[src/rtl/uart_pkg.sv]
// ---------------------------------------------------------------------------
// uart_pkg
//   Constants and the FSM state encoding shared by the UART receiver and the
//   UART transmitter.
// ---------------------------------------------------------------------------
package uart_pkg;

    typedef enum logic [1:0] {
        ST_IDLE  = 2'd0,
        ST_START = 2'd1,
        ST_DATA  = 2'd2,
        ST_STOP  = 2'd3
    } uart_state_e;

    localparam int          OVERSAMPLE = 16;     // ticks per bit period
    localparam int          DATA_BITS  = 8;
    localparam logic [3:0]  MID_TICK   = 4'd7;   // middle of the start bit
    localparam logic [3:0]  LAST_TICK  = 4'd15;  // one full bit period later
    localparam logic [2:0]  LAST_BIT   = 3'(DATA_BITS - 1);

endpackage

[src/rtl/uart_baud_tick.sv]
// ---------------------------------------------------------------------------
// uart_baud_tick
//   Free-running divider producing a one-cycle tick at BAUD*OVERSAMPLE Hz.
//   Ports:
//     sysclk  in   system clock
//     reset   in   asynchronous active-low reset
//     tick    out  high for one sysclk cycle every DIV cycles
// ---------------------------------------------------------------------------
module uart_baud_tick #(
    parameter int CLK_FREQ   = 100_000_000,
    parameter int BAUD       = 9600,
    parameter int OVERSAMPLE = 16
) (
    input  logic sysclk,
    input  logic reset,
    output logic tick
);

    localparam int DIV = CLK_FREQ / (BAUD * OVERSAMPLE);
    localparam int CW  = (DIV > 1) ? $clog2(DIV) : 1;
    localparam logic [CW-1:0] CNT_MAX = CW'(DIV - 1);

    generate
        if (DIV < 1) begin : g_div_check
            $error("uart_baud_tick: CLK_FREQ too low for BAUD*OVERSAMPLE");
        end
    endgenerate

    logic [CW-1:0] cnt_q;

    always_ff @(posedge sysclk or negedge reset) begin
        if (!reset) begin
            cnt_q <= '0;
        end else if (cnt_q == CNT_MAX) begin
            cnt_q <= '0;
        end else begin
            cnt_q <= cnt_q + 1'b1;
        end
    end

    assign tick = (cnt_q == CNT_MAX);

endmodule

[src/rtl/uart_rx_byte.sv]
// ---------------------------------------------------------------------------
// uart_rx_byte
//   8N1 UART receiver with a one-byte holding register on a valid/ready
//   handshake. Framing errors and overruns are reported as 1-cycle pulses.
//   Ports:
//     sysclk        in   system clock
//     reset         in   asynchronous active-low reset
//     UART_RX       in   serial line, asynchronous, idle high
//     rx_ready      in   consumer takes rx_data when rx_valid && rx_ready
//     rx_data       out  received byte, stable while rx_valid
//     rx_valid      out  holding register full
//     rx_frame_err  out  pulse: stop bit sampled low, byte discarded
//     rx_overrun    out  pulse: byte completed while holding full, dropped
//     rx_busy       out  receiver FSM not idle
// ---------------------------------------------------------------------------
module uart_rx_byte #(
    parameter int CLK_FREQ   = 100_000_000,
    parameter int BAUD       = 9600,
    parameter int OVERSAMPLE = 16
) (
    input  logic       sysclk,
    input  logic       reset,
    input  logic       UART_RX,
    input  logic       rx_ready,
    output logic [7:0] rx_data,
    output logic       rx_valid,
    output logic       rx_frame_err,
    output logic       rx_overrun,
    output logic       rx_busy
);

    import uart_pkg::*;

    generate
        if (OVERSAMPLE != uart_pkg::OVERSAMPLE) begin : g_os_check
            $error("uart_rx_byte: OVERSAMPLE must be 16");
        end
    endgenerate

    logic tick;

    uart_baud_tick #(
        .CLK_FREQ   (CLK_FREQ),
        .BAUD       (BAUD),
        .OVERSAMPLE (OVERSAMPLE)
    ) u_tick (
        .sysclk (sysclk),
        .reset  (reset),
        .tick   (tick)
    );

    // Two-flop synchroniser; resets to the idle line level so no false start.
    logic rx_meta_q, rx_s_q;

    always_ff @(posedge sysclk or negedge reset) begin
        if (!reset) begin
            rx_meta_q <= 1'b1;
            rx_s_q    <= 1'b1;
        end else begin
            rx_meta_q <= UART_RX;
            rx_s_q    <= rx_meta_q;
        end
    end

    uart_state_e          state_q, state_d;
    logic [3:0]           s_q, s_d;
    logic [2:0]           b_q, b_d;
    logic [DATA_BITS-1:0] shift_q, shift_d;

    // State register
    always_ff @(posedge sysclk or negedge reset) begin
        if (!reset) begin
            state_q <= ST_IDLE;
            s_q     <= '0;
            b_q     <= '0;
            shift_q <= '0;
        end else begin
            state_q <= state_d;
            s_q     <= s_d;
            b_q     <= b_d;
            shift_q <= shift_d;
        end
    end

    // Next state: everything moves only on oversample ticks
    always_comb begin
        state_d = state_q;
        s_d     = s_q;
        b_d     = b_q;
        shift_d = shift_q;
        if (tick) begin
            case (state_q)
                ST_IDLE: begin
                    if (!rx_s_q) begin
                        state_d = ST_START;
                        s_d     = '0;
                    end
                end
                ST_START: begin
                    if (s_q == MID_TICK) begin
                        s_d = '0;
                        b_d = '0;
                        // Line back high at mid start bit: treat as a glitch.
                        state_d = rx_s_q ? ST_IDLE : ST_DATA;
                    end else begin
                        s_d = s_q + 1'b1;
                    end
                end
                ST_DATA: begin
                    if (s_q == LAST_TICK) begin
                        // LSB arrives first, so shift in from the top.
                        shift_d = {rx_s_q, shift_q[DATA_BITS-1:1]};
                        s_d     = '0;
                        b_d     = b_q + 1'b1;
                        if (b_q == LAST_BIT) state_d = ST_STOP;
                    end else begin
                        s_d = s_q + 1'b1;
                    end
                end
                ST_STOP: begin
                    // Leave at mid stop bit so a back-to-back start edge is seen.
                    if (s_q == LAST_TICK) begin
                        state_d = ST_IDLE;
                        s_d     = '0;
                    end else begin
                        s_d = s_q + 1'b1;
                    end
                end
                default: state_d = ST_IDLE;
            endcase
        end
    end

    // FSM outputs
    logic stop_tick, deliver, frame_bad;

    always_comb begin
        rx_busy   = (state_q != ST_IDLE);
        stop_tick = tick && (state_q == ST_STOP) && (s_q == LAST_TICK);
        deliver   = stop_tick && rx_s_q;
        frame_bad = stop_tick && !rx_s_q;
    end

    // Holding register and status pulses
    logic [7:0] data_q;
    logic       valid_q, fe_q, ov_q;

    always_ff @(posedge sysclk or negedge reset) begin
        if (!reset) begin
            data_q  <= 8'h00;
            valid_q <= 1'b0;
            fe_q    <= 1'b0;
            ov_q    <= 1'b0;
        end else begin
            fe_q <= frame_bad;
            ov_q <= deliver && valid_q && !rx_ready;
            // A drain in the same cycle as a delivery frees the slot at once.
            if (deliver && (!valid_q || rx_ready)) begin
                data_q  <= shift_q;
                valid_q <= 1'b1;
            end else if (valid_q && rx_ready) begin
                valid_q <= 1'b0;
            end
        end
    end

    assign rx_data      = data_q;
    assign rx_valid     = valid_q;
    assign rx_frame_err = fe_q;
    assign rx_overrun   = ov_q;

endmodule

[config.mk]
export PLATFORM = sky130hd
export DESIGN_NAME = uart_rx_byte
export DESIGN_NICKNAME = d
export VERILOG_FILES = /design/src/rtl/uart_pkg.sv /design/src/rtl/uart_baud_tick.sv /design/src/rtl/uart_rx_byte.sv
export SDC_FILE = /design/constraint.sdc
export NUM_CORES = 1
export LEC_CHECK = 0
export ABC_CLOCK_PERIOD_IN_PS = 3900
export CAP_MARGIN = 20
export CORE_AREA = 4 4 76 78
export CTS_CLUSTER_SIZE = 20
export DETAILED_ROUTE_END_ITERATION = 8
export DIE_AREA = 0 0 80 82
export PLACE_DENSITY = 0.54
export SYNTH_ARGS = -nofsm -noshare
export SYNTH_HDL_FRONTEND = slang
export SYNTH_SLANG_ARGS = --single-unit
[constraint.sdc]
create_clock -name sysclk -period 3.9 [get_ports sysclk]
set_input_delay 0.585 -clock sysclk [delete_from_list [all_inputs] [get_ports sysclk]]
set_output_delay 0.585 -clock sysclk [all_outputs]
set_load 0.005 [all_outputs]
==> report_table.html, run 1 <==
<table>
<tr><th>Metric</th><th>Value</th></tr>
<tr><th colspan="2">Timing</th></tr>
<tr><td>RSZ-0062 raised after global routing</td><td>no</td></tr>
<tr><td>Minimum clock period</td><td>2.311 ns</td></tr>
<tr><td>Rel. slew slack</td><td>40.82%</td></tr>
<tr><td>Final Max Tran Viols</td><td>0</td></tr>
<tr><td>Count of endpoints failing setup in the final report</td><td>0</td></tr>
<tr><td>Worst Skew</td><td>0.004655 ns</td></tr>
<tr><td>Final Hold Vio Count</td><td>0</td></tr>
<tr><td>Fin Setup TNS</td><td>0 ns</td></tr>
<tr><td>Final period utilization</td><td>59.26%</td></tr>
<tr><td>Maximum achievable frequency</td><td>roughly 430 MHz</td></tr>
<tr><td>Worst slew pin tran</td><td>0.8878 ns</td></tr>
<tr><th colspan="2">Detailed routing</th></tr>
<tr><td>First DRT Iteration DRCs</td><td>61</td></tr>
<tr><td>Via density per instance</td><td>approximately 5.2</td></tr>
<tr><td>Drc violations</td><td>0</td></tr>
<tr><td>Drt wl/cell</td><td>14.26 um</td></tr>
<tr><td>Final Routed Wirelength</td><td>~3.4 mm</td></tr>
<tr><td>DRT Pass-1 Iters</td><td>4</td></tr>
<tr><td>Via count</td><td>1233</td></tr>
<tr><td>Final antenna-violating net count</td><td>0</td></tr>
<tr><th colspan="2">Synthesis</th></tr>
<tr><td>Largest family of logic cells by synthesized area</td><td>simple AND/OR/NAND/NOR gates</td></tr>
<tr><td>Area fraction of the dominant cell type after synthesis</td><td>50.46%</td></tr>
<tr><td>Count of distinct cell types in the synthesized netlist</td><td>41</td></tr>
<tr><td>Post-Synth XOR/XNOR Area</td><td>between 4 and 5%</td></tr>
<tr><td>Count of state elements after synthesis</td><td>40</td></tr>
<tr><td>Cell count after synthesis</td><td>157</td></tr>
<tr><td>Post-synthesis instance area</td><td>between 0.0015 and 0.002 sq mm</td></tr>
<tr><td>Cell accounting for the most synthesized area</td><td>dfrtp_1</td></tr>
<tr><td>Syn nets</td><td>166</td></tr>
<tr><td>Mux cell area share after synthesis</td><td>10.96%</td></tr>
<tr><td>Synth Area in Compound Gates</td><td>6.574%</td></tr>
<tr><td>Most common flop cell mapped by yosys</td><td>dfrtp_1</td></tr>
<tr><td>Post-Synth Simple-Gate Area</td><td>18.19%</td></tr>
<tr><td>Top cells by area in the synthesized netlist</td><td>dfrtp_1, mux2_4, mux2_1</td></tr>
<tr><td>Adder-Cell Fraction of Synth Area</td><td>under 10%</td></tr>
<tr><td>Number of synthesis warnings</td><td>0</td></tr>
<tr><td>Seq/Total Area, Yosys</td><td>53.25%</td></tr>
<tr><td>EDFF count, synth</td><td>0</td></tr>
<tr><td>Share of flip-flops with an asynchronous set or reset after synthesis</td><td>100.0%</td></tr>
<tr><td>Mean post-synth cell area</td><td>12.00 sq um</td></tr>
<tr><th colspan="2">Floorplan</th></tr>
<tr><td>Starting density of the core</td><td>37.13%</td></tr>
<tr><td>Std-Cell Core Area</td><td>0.005075 sq mm</td></tr>
<tr><td>Die extent in x</td><td>approximately 80 um</td></tr>
<tr><td>Die Outline Area</td><td>between 0.006 and 0.007 sq mm</td></tr>
<tr><td>Height of the chip</td><td>82 um</td></tr>
<tr><td>Boundary Pins</td><td>16</td></tr>
<tr><td>Row cnt</td><td>26</td></tr>
<tr><th colspan="2">Clock network</th></tr>
<tr><td>Clock network latency to the later pin of the worst-skew pair</td><td>roughly 0.28 ns</td></tr>
<tr><td>Post-CTS Repair Setup Buffers</td><td>0</td></tr>
<tr><td>Clock slew seen by the registers of the worst setup and hold paths</td><td>0.07 ns</td></tr>
<tr><td>TritonCTS sink count</td><td>40</td></tr>
<tr><td>Maximum level of the CTS H-tree</td><td>2</td></tr>
<tr><td>Total clock buffers created by CTS</td><td>5</td></tr>
<tr><td>Total of cells resized after clock tree synthesis</td><td>0</td></tr>
<tr><td>CTS Buffer Depth</td><td>2</td></tr>
<tr><td>Clock root buffer</td><td>clkbuf_8</td></tr>
<tr><td>Total of hold buffers inserted after clock tree synthesis</td><td>0</td></tr>
<tr><td>Clock tree from TritonCTS</td><td>built</td></tr>
<tr><th colspan="2">Min path</th></tr>
<tr><td>Hold crit path type</td><td>register to register</td></tr>
<tr><td>Hold Path Depth</td><td>0</td></tr>
<tr><td>Worst Min Path Start</td><td>rx_meta_q</td></tr>
<tr><td>Sink of the worst hold path</td><td>rx_s_q</td></tr>
<tr><th colspan="2">Critical path</th></tr>
<tr><td>Worst r2r src</td><td>u_tick.cnt_q[5]</td></tr>
<tr><td>CP max-delay cell</td><td>and4_1</td></tr>
<tr><td>Worst r2r path cells</td><td>4</td></tr>
<tr><td>Arrival time of data at the critical path endpoint</td><td>~2.5 ns</td></tr>
<tr><td>Critical path startpoint category</td><td>register</td></tr>
<tr><td>Capturing point of the worst reg2reg path</td><td>rx_data[6]</td></tr>
<tr><td>Worst Setup End Kind</td><td>register</td></tr>
<tr><td>R2r setup slk</td><td>1.59 ns</td></tr>
<tr><td>Worst setup path class</td><td>register to register</td></tr>
<tr><td>Critical path peak fanout</td><td>14</td></tr>
<tr><td>Required time worst endpoint</td><td>between 4 and 5 ns</td></tr>
<tr><td>Biggest cell delay along the critical path</td><td>around 0.58 ns</td></tr>
<tr><td>Chain of cells forming the critical path</td><td>nor4b_4 &gt; and4_1 &gt; nand3_2 &gt; mux2_1</td></tr>
<tr><th colspan="2">Run</th></tr>
<tr><td>Max_cap viols</td><td>0</td></tr>
<tr><th colspan="2">Global route</th></tr>
<tr><td>First-pass GRT wire length</td><td>5.934 mm</td></tr>
<tr><td>Leftover overflow at the end of global routing</td><td>0</td></tr>
<tr><td>Initial antenna violation count</td><td>0</td></tr>
<tr><td>Aggregate global-route resource usage</td><td>11.82%</td></tr>
<tr><td>Largest net degree at the start of global routing</td><td>41</td></tr>
<tr><td>Number of global-route vias before repair</td><td>approximately 1300</td></tr>
<tr><th colspan="2">Cells and area</th></tr>
<tr><td>Most common cell after layout, fill and taps aside</td><td>dfrtp_1</td></tr>
<tr><td>Layout-stage area growth over the synthesis result</td><td>13.94%</td></tr>
<tr><td>FILL cells</td><td>504</td></tr>
<tr><td>Post-route cell area</td><td>0.002147 sq mm</td></tr>
<tr><td>Number of inserted diodes</td><td>0</td></tr>
<tr><td>Share of final-layout standard cells stronger than drive strength 1</td><td>13.02%</td></tr>
<tr><td>Commonest non-fill, non-tap cells in the layout</td><td>dfrtp_1, nor2_1, clkdlybuf4s50_1</td></tr>
<tr><td>Net total in the final layout</td><td>178</td></tr>
<tr><th colspan="2">Place</th></tr>
<tr><td>Port Buf Inserts</td><td>15</td></tr>
<tr><td>Area after DPL</td><td>about 0.0021 sq mm</td></tr>
<tr><td>Detailed placement HPWL</td><td>2.344 mm</td></tr>
<tr><td>Final weighted congestion of routability-driven global placement</td><td>0.8131</td></tr>
<tr><th colspan="2">Pwr</th></tr>
<tr><td>Worst voltage drop across the vdd grid</td><td>0.1575 mV</td></tr>
<tr><td>Leakage</td><td>1.039 nW</td></tr>
<tr><td>Power Dens Cells</td><td>roughly 320 mW/mm^2</td></tr>
<tr><th colspan="2">Outcome</th></tr>
<tr><td>Outcome</td><td>complete, no violations</td></tr>
</table>
## synthesized netlist by cell type (2+ instances only)
master / instances
nor2_1: 14
nand3_1: 5
and3_1: 4
and4_1: 3
nand4_1: 5
a21oi_1: 4
nand3b_1: 2
a22o_1: 4
o21ai_0: 3
nand2_1: 7
inv_1: 5
xnor2_1: 4
nor4b_1: 2
mux2_4: 7
buf_2: 2
dfrtp_1: 38
mux2_1: 8
nand2b_1: 2
dfstp_2: 2
clkbuf_1: 7
xor2_1: 5
ha_1: 5
## flip-flops by register name, summed over array words and instances, names as in the netlist, named ones only
name	count
s_q	4
rx_overrun	1
u_tick.cnt_q	10
rx_data	8
rx_s_q	1
rx_frame_err	1
rx_valid	1
shift_q	8
state_q	1
rx_meta_q	1
b_q	3
## layout make-up
cell class | count | area [sq um] | share of cell area, %
multi-input combinational | 102 | 814.5 | 37.94
clock inverter | 1 | 5.005 | 0.2331
timing repair buffer | 15 | 145.1 | 6.760
tap | 70 | 87.58 | 4.079
inverter | 5 | 18.77 | 0.8741
sequential | 40 | 1003 | 46.74
clock buffer | 6 | 72.57 | 3.380
## metrics by stage
stage	power [mW]	instances	utilization (%)	hold slack [ns]	worst slack, ns
6_report	0.6830	239	42.31	0.3579	1.589
3_5_place_dp	0.4375	232	40.78	0.3491	1.588
4_1_cts	0.6985	239	42.31	0.3597	1.582
5_1_grt	0.7139	239	42.31	0.3655	1.399
3_3_place_gp	0.4374	232	40.78	0.3475	1.708
2_1_floorplan	0.4262	157	-	0.2894	2.009
## critical path, delay by kind of cell (launching register included)
kind	cells	cell delay (ns)
simple gates	3	1.32
mux	1	0.40
flops	1	0.47
## logic make-up after synthesis
logic type | count (synthesis)
xor gates and xnor gates | 9
AOI/OAI and AO/OA | 18
and+or+nand+nor | 54
muxes | 16
DFF | 40
buffers and inverters | 15
adders and majority gates | 5
## report_power, final
group | total (mW) | switching [mW] | internal (mW)
registers | 0.418 | 0.00116 | 0.416
logic | 0.0111 | 0.00847 | 0.00264
clock network | 0.254 | 0.133 | 0.122
total | 0.683 | 0.142 | 0.541
## metal layers
| layer | routed length [um] | GRT usage, % | up-vias |
|---|---|---|---|
| li1 | - | - | 575 |
| met1 | 1578 | 14.48 | 631 |
| met2 | 1643 | 19.45 | 21 |
| met3 | 135 | 4.167 | 6 |
| met4 | 49 | 3.885 | 0 |
| met5 | 0 | 0 | - |
## worst max path at each step
stage	startpoint	endpoint	slack, ns
floorplan	u_tick.cnt_q[5]	shift_q[1]	2.01
global placement	u_tick.cnt_q[5]	rx_data[1]	1.71
detailed placement	u_tick.cnt_q[5]	rx_data[6]	1.59
CTS	u_tick.cnt_q[5]	rx_data[6]	1.58
global route	u_tick.cnt_q[5]	rx_data[0]	1.40
finish	u_tick.cnt_q[5]	rx_data[6]	1.59
(Power assumes the default switching activity.)
==> inputs of run 2 (changes only) <==
ABC_CLOCK_PERIOD_IN_PS = 2000   (was 3900)
PLACE_DENSITY = 0.56   (was 0.54)
clock period = 2 ns   (was 3.9 ns; I/O delays follow)
==> run 2 against run 1 <==
  * Count of clock-buffer cells in the layout is the same
  * Critical path depth unchanged
  * Sequential power increased by 95%
  * Core utilization rose by 3.0 points
  * Sequential share of layout area is 3.1 points lower
  * Largest cell class unchanged
  * Highest routed layer unchanged
==> report_table.html, run 2 (synthesis results as in run 1) <==
<table>
<tr><th>Metric</th><th>Value</th></tr>
<tr><th colspan="2">Outcome</th></tr>
<tr><td>Outcome</td><td>complete, no violations</td></tr>
<tr><th colspan="2">Pwr</th></tr>
<tr><td>Internal power</td><td>1.192 mW (+120%)</td></tr>
<tr><td>Net Sw Frac</td><td>19.17% (-1.7 points)</td></tr>
<tr><td>Seq pwr share</td><td>55.2% (-5.9 points)</td></tr>
<tr><td>Worst voltage drop across the vdd grid</td><td>0.5368 mV (+240%)</td></tr>
<tr><td>Leakage</td><td>1.122 nW (+8.0%)</td></tr>
<tr><td>Switching power total</td><td>0.2828 mW (+99%)</td></tr>
<tr><td>Power Dens Cells</td><td>641.5 mW/mm^2 (+100%)</td></tr>
<tr><td>Clk pwr share</td><td>42.9% (+5.7 points)</td></tr>
<tr><td>Relative contribution of combinational cells to total power</td><td>1.9% (+0.3 points)</td></tr>
<tr><th colspan="2">Clock network</th></tr>
<tr><td>Clock network latency to the later pin of the worst-skew pair</td><td>0.28 ns (about the same)</td></tr>
<tr><td>Clock slew seen by the registers of the worst setup and hold paths</td><td>0.08 ns (about the same)</td></tr>
<tr><td>Clock root buffer</td><td>clkbuf_8</td></tr>
<tr><td>TritonCTS sink count</td><td>40 (unchanged)</td></tr>
<tr><td>Maximum level of the CTS H-tree</td><td>2 (unchanged)</td></tr>
<tr><td>Total clock buffers created by CTS</td><td>5 (unchanged)</td></tr>
<tr><td>Post-CTS Repair Setup Buffers</td><td>0 (unchanged)</td></tr>
<tr><td>CTS Buffer Depth</td><td>2 (unchanged)</td></tr>
<tr><td>Clock tree from TritonCTS</td><td>built</td></tr>
<tr><th colspan="2">Cells and area</th></tr>
<tr><td>Most common cell after layout, fill and taps aside</td><td>dfrtp_1</td></tr>
<tr><td>Post-route cell area</td><td>0.002300 sq mm (+7.1%)</td></tr>
<tr><td>Largest register FFs</td><td>10 (unchanged)</td></tr>
<tr><td>Register bank with the most flops</td><td>u_tick.cnt_q</td></tr>
<tr><td>Share of final-layout standard cells stronger than drive strength 1</td><td>20.33% (+7.3 points)</td></tr>
<tr><td>Commonest non-fill, non-tap cells in the layout</td><td>dfrtp_1, clkdlybuf4s50_1, nor2_1</td></tr>
<tr><td>Number of inserted diodes</td><td>0 (unchanged)</td></tr>
<tr><td>Layout-stage area growth over the synthesis result</td><td>22.05%</td></tr>
<tr><td>FILL cells</td><td>488 (-3.2%)</td></tr>
<tr><td>Net total in the final layout</td><td>190 (+6.7%)</td></tr>
<tr><th colspan="2">Detailed routing</th></tr>
<tr><td>Drc violations</td><td>0 (unchanged)</td></tr>
<tr><td>DRT Pass-1 Iters</td><td>4 (unchanged)</td></tr>
<tr><td>First DRT Iteration DRCs</td><td>57 (-6.6%)</td></tr>
<tr><td>Via count</td><td>1222 (-0.89%)</td></tr>
<tr><td>Final Routed Wirelength</td><td>3.446 mm (+1.1%)</td></tr>
<tr><td>Drt wl/cell</td><td>13.67 um (-4.1%)</td></tr>
<tr><td>Final antenna-violating net count</td><td>0 (unchanged)</td></tr>
<tr><td>Via density per instance</td><td>4.849 (-6.0%)</td></tr>
<tr><th colspan="2">Floorplan</th></tr>
<tr><td>Std-Cell Core Area</td><td>0.005075 sq mm (unchanged)</td></tr>
<tr><td>Boundary Pins</td><td>16 (unchanged)</td></tr>
<tr><td>Die Outline Area</td><td>0.006560 sq mm (unchanged)</td></tr>
<tr><td>Row cnt</td><td>26 (unchanged)</td></tr>
<tr><td>Die extent in x</td><td>80 um (unchanged)</td></tr>
<tr><td>Starting density of the core</td><td>37.13% (unchanged)</td></tr>
<tr><td>Height of the chip</td><td>82 um (unchanged)</td></tr>
<tr><th colspan="2">Timing</th></tr>
<tr><td>Count of endpoints failing setup in the final report</td><td>0 (unchanged)</td></tr>
<tr><td>Worst slew pin tran</td><td>0.4678 ns (-0.4199 ns)</td></tr>
<tr><td>Rel. slew slack</td><td>68.81% (+28 points)</td></tr>
<tr><td>Worst Skew</td><td>0.008822 ns (+0.004166 ns)</td></tr>
<tr><td>Final Max Tran Viols</td><td>0 (unchanged)</td></tr>
<tr><td>Final Hold Vio Count</td><td>0 (unchanged)</td></tr>
<tr><td>RSZ-0062 raised after global routing</td><td>no</td></tr>
<tr><td>Final period utilization</td><td>94.25% (+35 points)</td></tr>
<tr><td>Minimum clock period</td><td>1.885 ns (-0.4263 ns)</td></tr>
<tr><td>Maximum achievable frequency</td><td>530.5 MHz (+23%)</td></tr>
<tr><td>Fin Setup TNS</td><td>0 ns (unchanged)</td></tr>
<tr><th colspan="2">Global route</th></tr>
<tr><td>Initial antenna violation count</td><td>0 (unchanged)</td></tr>
<tr><td>Number of global-route vias before repair</td><td>1270 (+0.71%)</td></tr>
<tr><td>First-pass GRT wire length</td><td>6.023 mm (+1.5%)</td></tr>
<tr><td>Aggregate global-route resource usage</td><td>11.81% (about the same)</td></tr>
<tr><td>Leftover overflow at the end of global routing</td><td>0 (unchanged)</td></tr>
<tr><td>Largest net degree at the start of global routing</td><td>22 (-46%)</td></tr>
<tr><th colspan="2">Critical path</th></tr>
<tr><td>CP max-delay cell</td><td>dfrtp_1</td></tr>
<tr><td>Arrival time of data at the critical path endpoint</td><td>2.05 ns (-0.43 ns)</td></tr>
<tr><td>Chain of cells forming the critical path</td><td>and4_1 &gt; and3_1 &gt; nand3_2 &gt; mux2_1</td></tr>
<tr><td>Biggest cell delay along the critical path</td><td>0.62 ns (+0.04 ns)</td></tr>
<tr><td>Crit path max-delay family</td><td>simple AND/OR/NAND/NOR gates</td></tr>
<tr><td>Worst Setup End Kind</td><td>register</td></tr>
<tr><td>Critical path startpoint category</td><td>register</td></tr>
<tr><td>Worst setup path class</td><td>register to register</td></tr>
<tr><td>Critical path peak fanout</td><td>12 (-2)</td></tr>
<tr><td>Worst r2r path cells</td><td>4 (unchanged)</td></tr>
<tr><td>Number of buffer and inverter stages on the critical path</td><td>0 (unchanged)</td></tr>
<tr><td>Capturing point of the worst reg2reg path</td><td>rx_data[2]</td></tr>
<tr><td>Required time worst endpoint</td><td>2.16 ns (-1.91 ns)</td></tr>
<tr><td>R2r setup slk</td><td>0.12 ns (-1.47 ns)</td></tr>
<tr><th colspan="2">Min path</th></tr>
<tr><td>Worst Min Path Start</td><td>rx_meta_q</td></tr>
<tr><td>Hold crit path type</td><td>register to register</td></tr>
<tr><td>Hold Path Depth</td><td>0 (unchanged)</td></tr>
<tr><td>Sink of the worst hold path</td><td>rx_s_q</td></tr>
<tr><th colspan="2">Run</th></tr>
<tr><td>Max_cap viols</td><td>0 (unchanged)</td></tr>
<tr><th colspan="2">Place</th></tr>
<tr><td>Port Buf Inserts</td><td>15 (unchanged)</td></tr>
<tr><td>Detailed placement HPWL</td><td>2.527 mm (+7.8%)</td></tr>
<tr><td>Final weighted congestion of routability-driven global placement</td><td>0.8296 (+2.0%)</td></tr>
<tr><td>Area after DPL</td><td>0.002165 sq mm (+4.6%)</td></tr>
</table>
[run 2: cell types whose count changed in the layout (fill, tap and decap cells not counted), sizes merged]
cell and change:
buf +11, bufinv +1, dlygate4sd3 +1
[run 2: what timing repair did]
item                                    in CTS  in global routing
resized for setup                            0                  4
hold buffers                                 1                  0
endpoints found under the setup margin       0                  9
hold endpoints to repair                    17                  0
[run 2: metrics by stage]
step                utilization, %  hold slack, ns  std cells  total power [mW]  worst slack, ns
floorplan                        -        0.004409        157            0.8311           0.1086
global placement             42.65          0.2801        243            0.8569           0.1017
detailed placement           42.65          0.2881        243            0.8579          0.06619
CTS                          44.97          0.3591        252             1.495          0.02927
global route                 45.32          0.3699        252             1.549         0.003428
finish                       45.32          0.3573        252             1.475           0.1150
[run 2: worst max-delay path by stage]
| stage | endpoint | slack (ns) | depth (start not counted) |
|---|---|---|---|
| 3_3_place_gp | shift_q[6] | 0.10 | 4 |
| 5_1_grt | rx_data[1] | 0.003 | 4 |
| 3_5_place_dp | shift_q[6] | 0.07 | 5 |
| 2_1_floorplan | shift_q[1] | 0.11 | 5 |
| 6_report | rx_data[2] | 0.12 | 4 |
| 4_1_cts | rx_busy | 0.03 | 3 |
[run 2: cell type report]
type                            instances  area, sq um  share of cell area (%)
Clock inverter                          2        35.03                   1.523
Inverter                                5        18.77                  0.8161
Timing Repair Buffer                   27        250.2                   10.88
Multi-Input combinational cell        102        832.0                   36.18
Sequential cell                        40         1003                   43.63
Tap cell                               70        87.58                   3.808
Clock buffer                            6        72.57                   3.156
[run 2: power groups by stage]
stage	sequential [mW]	combinational [mW]	clock, mW
2_1_floorplan	0.829	0.00194	0
3_5_place_dp	0.830	0.0281	0
6_report	0.814	0.0279	0.633
4_1_cts	0.814	0.0296	0.652
5_1_grt	0.815	0.0333	0.701
3_3_place_gp	0.830	0.0271	0
[run 2: per-layer routing]
layer,up-vias,part of all wire (%),global-route usage [%]
met2,20,47,19.87
met1,592,48,14.80
met5,-,0,0
met3,5,3.9,3.289
met4,0,0.99,3.547
li1,605,-,-
[run 2: worst reg2reg max path: stages (launching register included)]
cell and delay [ns]:
dfrtp_1 0.62, and4_1 0.34, and3_1 0.21, nand3_2 0.22, mux2_1 0.38
==> inputs of run 3 (changes only) <==
CAP_MARGIN = not set   (was 20)
PLACE_DENSITY = 0.58   (was 0.56)
==> run 3 against run 2 <==
  * Core utilization decreased by 1.0 points
  * Worst setup slack better by 0.012 ns
  * First-iteration DRC count grew to 2.8 times the previous value
  * Maximum frequency up 0.63%
  * Non-clock buffer count stayed put
  * Clock power down 21%
  * Critical path depth grew 1
  * Worst hold slack got worse by 0.28 ns
  * Critical path type unchanged
  * Critical endpoint is now shift_q[0]
==> report_table.html, run 3 (synthesis results as in run 1) <==
<table>
<tr><th>Metric</th><th>Value</th></tr>
<tr><th colspan="2">Outcome</th></tr>
<tr><td>Outcome</td><td>complete, no violations</td></tr>
<tr><th colspan="2">Clock network</th></tr>
<tr><td>Clock network latency to the later pin of the worst-skew pair</td><td>0.28 ns (about the same)</td></tr>
<tr><td>Total clock buffers created by CTS</td><td>5 (unchanged)</td></tr>
<tr><td>Clock slew seen by the registers of the worst setup and hold paths</td><td>0.08 ns (about the same)</td></tr>
<tr><td>Maximum level of the CTS H-tree</td><td>2 (unchanged)</td></tr>
<tr><td>CTS Buffer Depth</td><td>2 (unchanged)</td></tr>
<tr><td>TritonCTS sink count</td><td>40 (unchanged)</td></tr>
<tr><td>Total of cells resized after clock tree synthesis</td><td>0 (unchanged)</td></tr>
<tr><td>Total of hold buffers inserted after clock tree synthesis</td><td>0 (-1)</td></tr>
<tr><td>Clock tree from TritonCTS</td><td>built</td></tr>
<tr><td>Clock root buffer</td><td>clkbuf_8</td></tr>
<tr><td>Post-CTS Repair Setup Buffers</td><td>0 (unchanged)</td></tr>
<tr><th colspan="2">Detailed routing</th></tr>
<tr><td>First DRT Iteration DRCs</td><td>160 (+180%)</td></tr>
<tr><td>Via density per instance</td><td>4.913 (+1.3%)</td></tr>
<tr><td>DRT Pass-1 Iters</td><td>4 (unchanged)</td></tr>
<tr><td>Via count</td><td>1238 (+1.3%)</td></tr>
<tr><td>Final Routed Wirelength</td><td>3.295 mm (-4.4%)</td></tr>
<tr><td>Drt wl/cell</td><td>13.08 um (-4.4%)</td></tr>
<tr><td>Drc violations</td><td>0 (unchanged)</td></tr>
<tr><td>Final antenna-violating net count</td><td>0 (unchanged)</td></tr>
<tr><th colspan="2">Critical path</th></tr>
<tr><td>Arrival time of data at the critical path endpoint</td><td>2.05 ns (about the same)</td></tr>
<tr><td>Worst r2r src</td><td>u_tick.cnt_q[5]</td></tr>
<tr><td>Worst setup path class</td><td>register to register</td></tr>
<tr><td>Required time worst endpoint</td><td>2.17 ns (about the same)</td></tr>
<tr><td>Capturing point of the worst reg2reg path</td><td>shift_q[0]</td></tr>
<tr><td>Biggest cell delay along the critical path</td><td>0.41 ns (-0.21 ns)</td></tr>
<tr><td>Worst r2r path cells</td><td>5 (+1)</td></tr>
<tr><td>R2r setup slk</td><td>0.13 ns (about the same)</td></tr>
<tr><td>CP max-delay cell</td><td>dfrtp_1</td></tr>
<tr><td>Critical path startpoint category</td><td>register</td></tr>
<tr><td>Worst setup path endpoint</td><td>shift_q[0]</td></tr>
<tr><td>Worst Setup End Kind</td><td>register</td></tr>
<tr><td>Critical path peak fanout</td><td>7 (-5)</td></tr>
<tr><td>Startpoint of the worst setup timing path</td><td>u_tick.cnt_q[5]</td></tr>
<tr><td>Chain of cells forming the critical path</td><td>nor4b_4 &gt; nand4_4 &gt; buf_4 &gt; nor3_1 &gt; mux2_2</td></tr>
<tr><th colspan="2">Pwr</th></tr>
<tr><td>Seq pwr share</td><td>60.9% (+5.7 points)</td></tr>
<tr><td>Switching power total</td><td>0.2738 mW (-3.2%)</td></tr>
<tr><td>Clk pwr share</td><td>37.3% (-5.6 points)</td></tr>
<tr><td>Leakage</td><td>1.103 nW (-1.7%)</td></tr>
<tr><td>Worst voltage drop across the vdd grid</td><td>0.2305 mV (-57%)</td></tr>
<tr><td>Power Dens Cells</td><td>594.7 mW/mm^2 (-7.3%)</td></tr>
<tr><td>Relative contribution of combinational cells to total power</td><td>1.8% (about the same)</td></tr>
<tr><td>Net Sw Frac</td><td>20.48% (+1.3 points)</td></tr>
<tr><td>Internal power</td><td>1.063 mW (-11%)</td></tr>
<tr><th colspan="2">Timing</th></tr>
<tr><td>Worst slew pin tran</td><td>0.5056 ns (+0.03778 ns)</td></tr>
<tr><td>Maximum achievable frequency</td><td>533.9 MHz (+0.63%)</td></tr>
<tr><td>Final period utilization</td><td>93.66% (-0.59 points)</td></tr>
<tr><td>Count of endpoints failing setup in the final report</td><td>0 (unchanged)</td></tr>
<tr><td>Fin Setup TNS</td><td>0 ns (unchanged)</td></tr>
<tr><td>Smallest setup slack after layout</td><td>0.1268 ns (+0.01184 ns)</td></tr>
<tr><td>Final Max Tran Viols</td><td>0 (unchanged)</td></tr>
<tr><td>Worst Skew</td><td>0.008346 ns (-0.0004756 ns)</td></tr>
<tr><td>Final Hold Vio Count</td><td>0 (unchanged)</td></tr>
<tr><td>Minimum clock period</td><td>1.873 ns (-0.01184 ns)</td></tr>
<tr><td>RSZ-0062 raised after global routing</td><td>no</td></tr>
<tr><td>Rel. slew slack</td><td>66.29% (-2.5 points)</td></tr>
<tr><th colspan="2">Cells and area</th></tr>
<tr><td>Combined area of the multi-input logic cells</td><td>822.0 sq um (-1.2%)</td></tr>
<tr><td>Register bank with the most flops</td><td>u_tick.cnt_q</td></tr>
<tr><td>Largest register FFs</td><td>10 (unchanged)</td></tr>
<tr><td>Commonest non-fill, non-tap cells in the layout</td><td>dfrtp_1, clkdlybuf4s50_1, nor2_1</td></tr>
<tr><td>Share of final-layout standard cells stronger than drive strength 1</td><td>19.78% (-0.55 points)</td></tr>
<tr><td>Utilization of the core after routing</td><td>44.30% (-1.0 points)</td></tr>
<tr><td>Number of inserted diodes</td><td>0 (unchanged)</td></tr>
<tr><td>Sequential cell area in the final layout</td><td>0.001003 sq mm (unchanged)</td></tr>
<tr><td>Most common cell after layout, fill and taps aside</td><td>dfrtp_1</td></tr>
<tr><td>FILL cells</td><td>471 (-3.5%)</td></tr>
<tr><td>Layout-stage area growth over the synthesis result</td><td>19.32%</td></tr>
<tr><td>Net total in the final layout</td><td>190 (unchanged)</td></tr>
<tr><th colspan="2">Run</th></tr>
<tr><td>Max_cap viols</td><td>0 (unchanged)</td></tr>
<tr><th colspan="2">Place</th></tr>
<tr><td>Minimum setup slack after placement</td><td>0.05960 ns (-0.006592 ns)</td></tr>
<tr><td>Final weighted congestion of routability-driven global placement</td><td>0.8173 (-1.5%)</td></tr>
<tr><td>Detailed placement HPWL</td><td>2.442 mm (-3.3%)</td></tr>
<tr><td>Port Buf Inserts</td><td>15 (unchanged)</td></tr>
<tr><th colspan="2">Floorplan</th></tr>
<tr><td>Starting density of the core</td><td>37.13% (unchanged)</td></tr>
<tr><td>Die Outline Area</td><td>0.006560 sq mm (unchanged)</td></tr>
<tr><td>Row cnt</td><td>26 (unchanged)</td></tr>
<tr><td>Height of the chip</td><td>82 um (unchanged)</td></tr>
<tr><td>Boundary Pins</td><td>16 (unchanged)</td></tr>
<tr><td>Die extent in x</td><td>80 um (unchanged)</td></tr>
<tr><td>Std-Cell Core Area</td><td>0.005075 sq mm (unchanged)</td></tr>
<tr><th colspan="2">Global route</th></tr>
<tr><td>Largest net degree at the start of global routing</td><td>41 (+86%)</td></tr>
<tr><td>Initial antenna violation count</td><td>0 (unchanged)</td></tr>
<tr><td>Number of global-route vias before repair</td><td>1309 (+3.1%)</td></tr>
<tr><td>Aggregate global-route resource usage</td><td>11.77% (-0.034 points)</td></tr>
<tr><td>First-pass GRT wire length</td><td>6.009 mm (-0.23%)</td></tr>
<tr><td>Leftover overflow at the end of global routing</td><td>0 (unchanged)</td></tr>
<tr><th colspan="2">Min path</th></tr>
<tr><td>Hold crit path type</td><td>input pin to async pin</td></tr>
</table>
run 3: layout make-up:
type | instances | area share, %
inverters | 5 | 0.8347
repair buffers | 27 | 10.46
well taps | 70 | 3.895
flip-flops and latches | 40 | 44.63
clock buffers | 7 | 3.395
clock inverters | 1 | 0.2226
multi-input cells | 102 | 36.56
run 3: worst min-delay path by stage:
stage | endpoint | slack (ns) | depth (start not counted)
6_report | state_q[0] | 0.08 | 2
5_1_grt | rx_data[0] | 0.11 | 2
4_1_cts | rx_data[0] | 0.08 | 2
3_5_place_dp | rx_s_q | 0.35 | 0
3_3_place_gp | rx_s_q | 0.35 | 0
2_1_floorplan | async pin | 0.004 | 0
run 3: critical path: cells and delay by family, from the launching register on:
family                 cells  cell delay [ns]
flip-flops                 1             0.41
buffers and inverters      1             0.18
AND/OR/NAND/NOR            3             0.81
multiplexers               1             0.37
run 3: power by group through the flow:
stage	clock (mW)	sequential, mW	combinational (mW)
after floorplan	0	0.829	0.00194
after CTS	0.525	0.814	0.0245
after global routing	0.559	0.814	0.0279
after detailed placement	0	0.830	0.0244
final	0.499	0.814	0.0235
after global placement	0	0.830	0.0236
run 3: through the flow:
step	std cells	hold WS, ns	power (mW)	area [sq um]
after floorplan	157	0.004409	0.8311	1884
after global placement	244	0.3458	0.8534	2160
after detailed placement	244	0.3472	0.8543	2160
after CTS	252	0.07732	1.364	2241
after global routing	252	0.1131	1.401	2248
final	252	0.07813	1.337	2248
run 3: per-layer routing:
metal,up-vias,wire [um],track usage (%)
met5,-,0,0
met4,0,48,4.054
met3,7,168,3.289
met2,27,1542,19.54
met1,597,1536,14.76
li1,607,-,-
